`src/rtl/fifo_wr_frontend.sv`:
```
// fifo_wr_frontend: write-side front end of an async FIFO; skid buffer, read-pointer sync, optional fill level
//
// Ports:
//   reset              async active-high reset
//   wr_clk             write-domain clock
//   in_access          upstream packet valid
//   in_packet          upstream packet (DW bits)
//   in_wait            backpressure to upstream
//   rd_gray_pointer    read gray pointer from the read domain (async to wr_clk)
//   wr_gray_pointer    current write gray pointer
//   wr_fifo_full       registered FIFO full flag
//   wr_rd_gray_pointer read gray pointer after two-flop sync
//   wr_write           FIFO write strobe
//   wr_data            FIFO write data (zero when skid buffer empty)
//   wr_level           FIFO fill level (zero unless FIFO_WR_LEVEL_EN)
//   wr_almost_full     fill level at or above 2^AW - AF_MARGIN (zero unless FIFO_WR_LEVEL_EN)
//
// Define FIFO_WR_LEVEL_EN to build the fill-level tracker and let almost-full throttle upstream.
module fifo_wr_frontend #(
    parameter int AW        = 2,
    parameter int DW        = 104,
    parameter int AF_MARGIN = 1
) (
    input  logic          reset,
    input  logic          wr_clk,
    input  logic          in_access,
    input  logic [DW-1:0] in_packet,
    output logic          in_wait,
    input  logic [AW:0]   rd_gray_pointer,
    input  logic [AW:0]   wr_gray_pointer,
    input  logic          wr_fifo_full,
    output logic [AW:0]   wr_rd_gray_pointer,
    output logic          wr_write,
    output logic [DW-1:0] wr_data,
    output logic [AW:0]   wr_level,
    output logic          wr_almost_full
);
    logic [AW:0]   rd_sync1;
    logic [1:0]    count;
    logic [DW-1:0] ent0, ent1;
    logic          push, pop;

    always_ff @(posedge wr_clk or posedge reset) begin
        if (reset) begin
            rd_sync1           <= '0;
            wr_rd_gray_pointer <= '0;
        end else begin
            rd_sync1           <= rd_gray_pointer;
            wr_rd_gray_pointer <= rd_sync1;
        end
    end

    // in_wait depends only on registers, so upstream never sees a combinational path from wr_fifo_full
    assign in_wait  = (count == 2'd2) | wr_almost_full;
    assign pop      = (count != 2'd0) & ~wr_fifo_full;
    assign push     = in_access & ~in_wait;
    assign wr_write = pop;
    assign wr_data  = (count != 2'd0) ? ent0 : '0;

    // ent0 is always the head; a push never coincides with count==2 because in_wait is high then
    always_ff @(posedge wr_clk or posedge reset) begin
        if (reset) begin
            count <= '0;
            ent0  <= '0;
            ent1  <= '0;
        end else begin
            count <= count + 2'(push) - 2'(pop);
            if (pop && count == 2'd2)
                ent0 <= ent1;
            else if (push && (count == 2'd0 || (pop && count == 2'd1)))
                ent0 <= in_packet;
            if (push && !pop && count == 2'd1)
                ent1 <= in_packet;
        end
    end

`ifdef FIFO_WR_LEVEL_EN
    localparam logic [AW:0] AF_TH = (AW+1)'(2**AW - AF_MARGIN);

    function automatic logic [AW:0] gray2bin(input logic [AW:0] g);
        logic [AW:0] b;
        b[AW] = g[AW];
        for (int i = AW - 1; i >= 0; i--)
            b[i] = b[i+1] ^ g[i];
        return b;
    endfunction

    // modulo-2^(AW+1) subtraction handles pointer wrap-around naturally
    logic [AW:0] wr_level_next;
    assign wr_level_next = gray2bin(wr_gray_pointer) - gray2bin(wr_rd_gray_pointer);

    always_ff @(posedge wr_clk or posedge reset) begin
        if (reset) begin
            wr_level       <= '0;
            wr_almost_full <= 1'b0;
        end else begin
            wr_level       <= wr_level_next;
            wr_almost_full <= (wr_level_next >= AF_TH);
        end
    end
`else
    logic unused_wr_gray;
    assign unused_wr_gray = ^wr_gray_pointer;
    assign wr_level       = '0;
    assign wr_almost_full = 1'b0;
`endif

endmodule
```
`config.mk`:
```
export PLATFORM = sky130hd
export DESIGN_NAME = fifo_wr_frontend
export DESIGN_NICKNAME = d
export VERILOG_FILES = /design/src/rtl/fifo_wr_frontend.sv
export SDC_FILE = /design/constraint.sdc
export NUM_CORES = 1
export LEC_CHECK = 0
export BUFFER_PORTS_ARGS = -buffer_cell sky130_fd_sc_hd__buf_2
export CORE_MARGIN = 2
export CORE_UTILIZATION = 45
export DETAILED_ROUTE_END_ITERATION = 6
export PLACE_DENSITY = 0.74
export SLEW_MARGIN = 10
export SYNTH_ARGS = -nofsm -noshare
export SYNTH_HDL_FRONTEND = slang
export SYNTH_SLANG_ARGS = --single-unit
```
`constraint.sdc`:
```
create_clock -name wr_clk -period 11.8 [get_ports wr_clk]
set_input_delay 0.59 -clock wr_clk [delete_from_list [all_inputs] [get_ports wr_clk]]
set_output_delay 0.59 -clock wr_clk [all_outputs]
set_load 0.01 [all_outputs]
```
==> results.yml <==
global_routing:
  gr-total-overflow: 0
  grt.met2_usage: 0.364
  use_met3: 0.0535
  grt_pass1_wl_um: 46000
  grt_max_degree: 149
  top_usage_layer: "met2"
  grt_pass1_vias: 8677
  grtUsageMet1: 0.287
  grt_usage: 0.216
  antenna_found_initial: 4
run:
  drv_cap: 0
synth:
  yosys-top-cells-count: "dfrtp_1 (216), nor2_1 (190), and2_1 (105)"
  synthArstFlopShare: 1.00
  synth.avg_cell_area_um2: 10.6
  post-synth-top-area-cell: "dfrtp_1"
  synth-main-ff-cell: "dfrtp_1"
  ys.warnings.count: 0
  synth_seq_cells: 216
  synth_edf_count: 0
  yosys-top-cells-area: "dfrtp_1 (49%), mux2_2 (11%), o32ai_1 (8.3%), nor2_1 (6.5%), and2_1 (6.0%)"
  ys_seq_area_frac: 0.493
  syn_inst: 1035
  synth_cell_types: 25
  synth_top_cell_area_share: 0.493
  synth.most_common_cell: "dfrtp_1"
  synthesis.area_um2: 11000
clocking:
  cts-resized-gates: 0
  cts_tree: "done"
  clk_pin_slew_worst_paths_ns: 0.06
  clkLatencyLatePin_ns: 0.51
  postCtsSetupBuffers: 0
  clk_path_buf_depth: 3
  clockRootBuffer: "clkbuf_16"
  clock_sinks: 216
  cts_hold_buf: 0
  htreeDepth: 1
  cts_buffers: 25
routing:
  ant_nets: 0
  drt-initial-drc-count: 632
  vias: 8540
  drc: 0
  drt-pass1-iter-count: 5
  wl_per_cell_um: 18.3
  vias_per_cell: 5.56
  finalWirelength_um: 28100
outcome:
  status: "completed"
critical_path:
  crit_fanout: 108
  cp-end-kind: "primary output"
  cp_cell_sequence: "or2_4 -> buf_4 -> and2_1 -> buf_2"
  slowest_stage: "buf_4"
  cpPeakStageDelay_ns: 0.85
  critPathBufInv: 2
  arrival_ns: 3.20
  rrSetupSlack_ns: 8.26
  cp.required_ns: 11.21
  r2r_cells: 7
  crit_family: "simple AND/OR/NAND/NOR gates"
  r2r_start: "count[1]"
  start_kind: "register"
  reg2reg_to: "ent1[8]"
  critical_path_class: "reg -> out"
worst_hold_path:
  hp-class: "in -> reg"
  holdPathEnd: "rd_sync1[0]"
  worstHoldPathCells: 1
  worstHoldStart: "rd_gray_pointer[0]"
timing:
  maxSlewHeadroom: 0.244
  hold_viol: 0
  period_share: 0.321
  setup_ws_ns: 8.01
  rsz0062_at_grt: "false"
  worst_pin_slew_ns: 1.13
  skew_ns: 0.00690
  final_max_slew_viol_count: 0
  setup_viol: 0
  fmax_ghz: 0.264
  period_needed_ns: 3.79
  final.setup.tns_ns: 0
place:
  portBuffers: 219
  place_ws_ns: 8.22
  gp_congestion: 0.729
  hpwl_um: 15800
floorplan:
  core_um2: 24100
  dieArea_um2: 25700
  die_x_um: 160
  die_height_um: 160
  rows: 57
  start_util: 0.455
  pin_count: 227
finish:
  drive_gt1_frac: 0.352
  final_nets: 1309
  synthToLayoutAreaGrowth_pct: 18.5
power:
  irDropWorstVdd_v: 0.000170
  p_leak_nw: 5.60
  p_per_area_nw_per_um2: 286
==> placed cells by master, fill, tap and decap left out, drive strengths merged, types with 4 or more instances in the layout <==
master  instances
a211oi         86
buf           231
clkbuf         36
nor2          190
o32ai         104
mux2          104
clkinv          4
inv             5
dfrtp         216
conb            4
nand2b         90
and2          105
a21oi          18
==> report_power, final <==
part | switching (mW) | internal (mW) | total (mW)
Clock | 0.308 | 0.502 | 0.810
Sequential | 0.181 | 1.12 | 1.30
Combinational | 0.852 | 0.754 | 1.61
==> stage by stage <==
step	std cells	hold WS [ns]	total power, mW	utilization	cell area (µm²)
2_1_floorplan	1038	0.331	2.43	-	11000
3_3_place_gp	1489	0.333	2.88	0.504	12100
3_5_place_dp	1489	0.338	2.92	0.504	12100
4_1_cts	1533	0.169	3.75	0.540	13000
5_1_grt	1534	0.167	3.97	0.540	13000
6_report	1535	0.186	3.72	0.540	13000
==> routing by layer <==
layer  part of all wire  wire length, µm  vias up
met5            0.00092               26        -
met4              0.012              333        4
met3              0.069             1930       34
met2               0.48            13400      242
met1               0.44            12400     4280
li1                   -                -     3980
==> flip-flops by register name, summed over array words and instances, names as in the netlist <==
register / count
count: 2
wr_rd_gray_pointer: 3
rd_sync1: 3
ent0: 104
ent1: 104
==> layout make-up <==
class | instances | area, µm²
Multi-Input combinational cell | 713 | 5110
Fill cell | 2160 | 11100
Sequential cell | 216 | 5410
Inverter | 5 | 26.3
Clock inverter | 8 | 118
Timing Repair Buffer | 231 | 1190
Antenna cell | 2 | 5.00
Tap cell | 324 | 405
Clock buffer | 36 | 747
==> worst register-to-register path, delay by kind of cell, from the launching register on <==
kind	cells	cell delay, ns
and+or+nand+nor	3	1.06
DFF	1	0.57
muxes	1	0.46
adders and majority gates	1	0.24
buffers and inverters	2	1.08
==> how the worst max path moves through the flow <==
| stage | start | end | slack, ns | depth (start not counted) |
|---|---|---|---|---|
| final | count[1] | wr_data[31] | 8.01 | 4 |
| after CTS | count[1] | wr_data[7] | 7.97 | 4 |
| after global routing | count[1] | wr_data[23] | 7.76 | 4 |
| after global placement | count[1] | ent1[2] | 8.25 | 7 |
| after detailed placement | count[1] | ent1[101] | 8.22 | 7 |
| after floorplan | reset | count[0] | 5.30 | 1 |
==> logic make-up (layout without fill, tap and decap cells) <==
group	Yosys count	in the layout	synth area share
DFF	216	216	0.493
muxes	104	104	0.107
adders and majority gates	3	3	0.00342
AOI/OAI and AO/OA	209	209	0.170
buffers and inverters	109	280	0.0450
and+or+nand+nor	391	391	0.180
other	1	6	0.000342
xor gates and xnor gates	2	2	0.00160
Note: power is estimated with default switching activity, not from simulation.
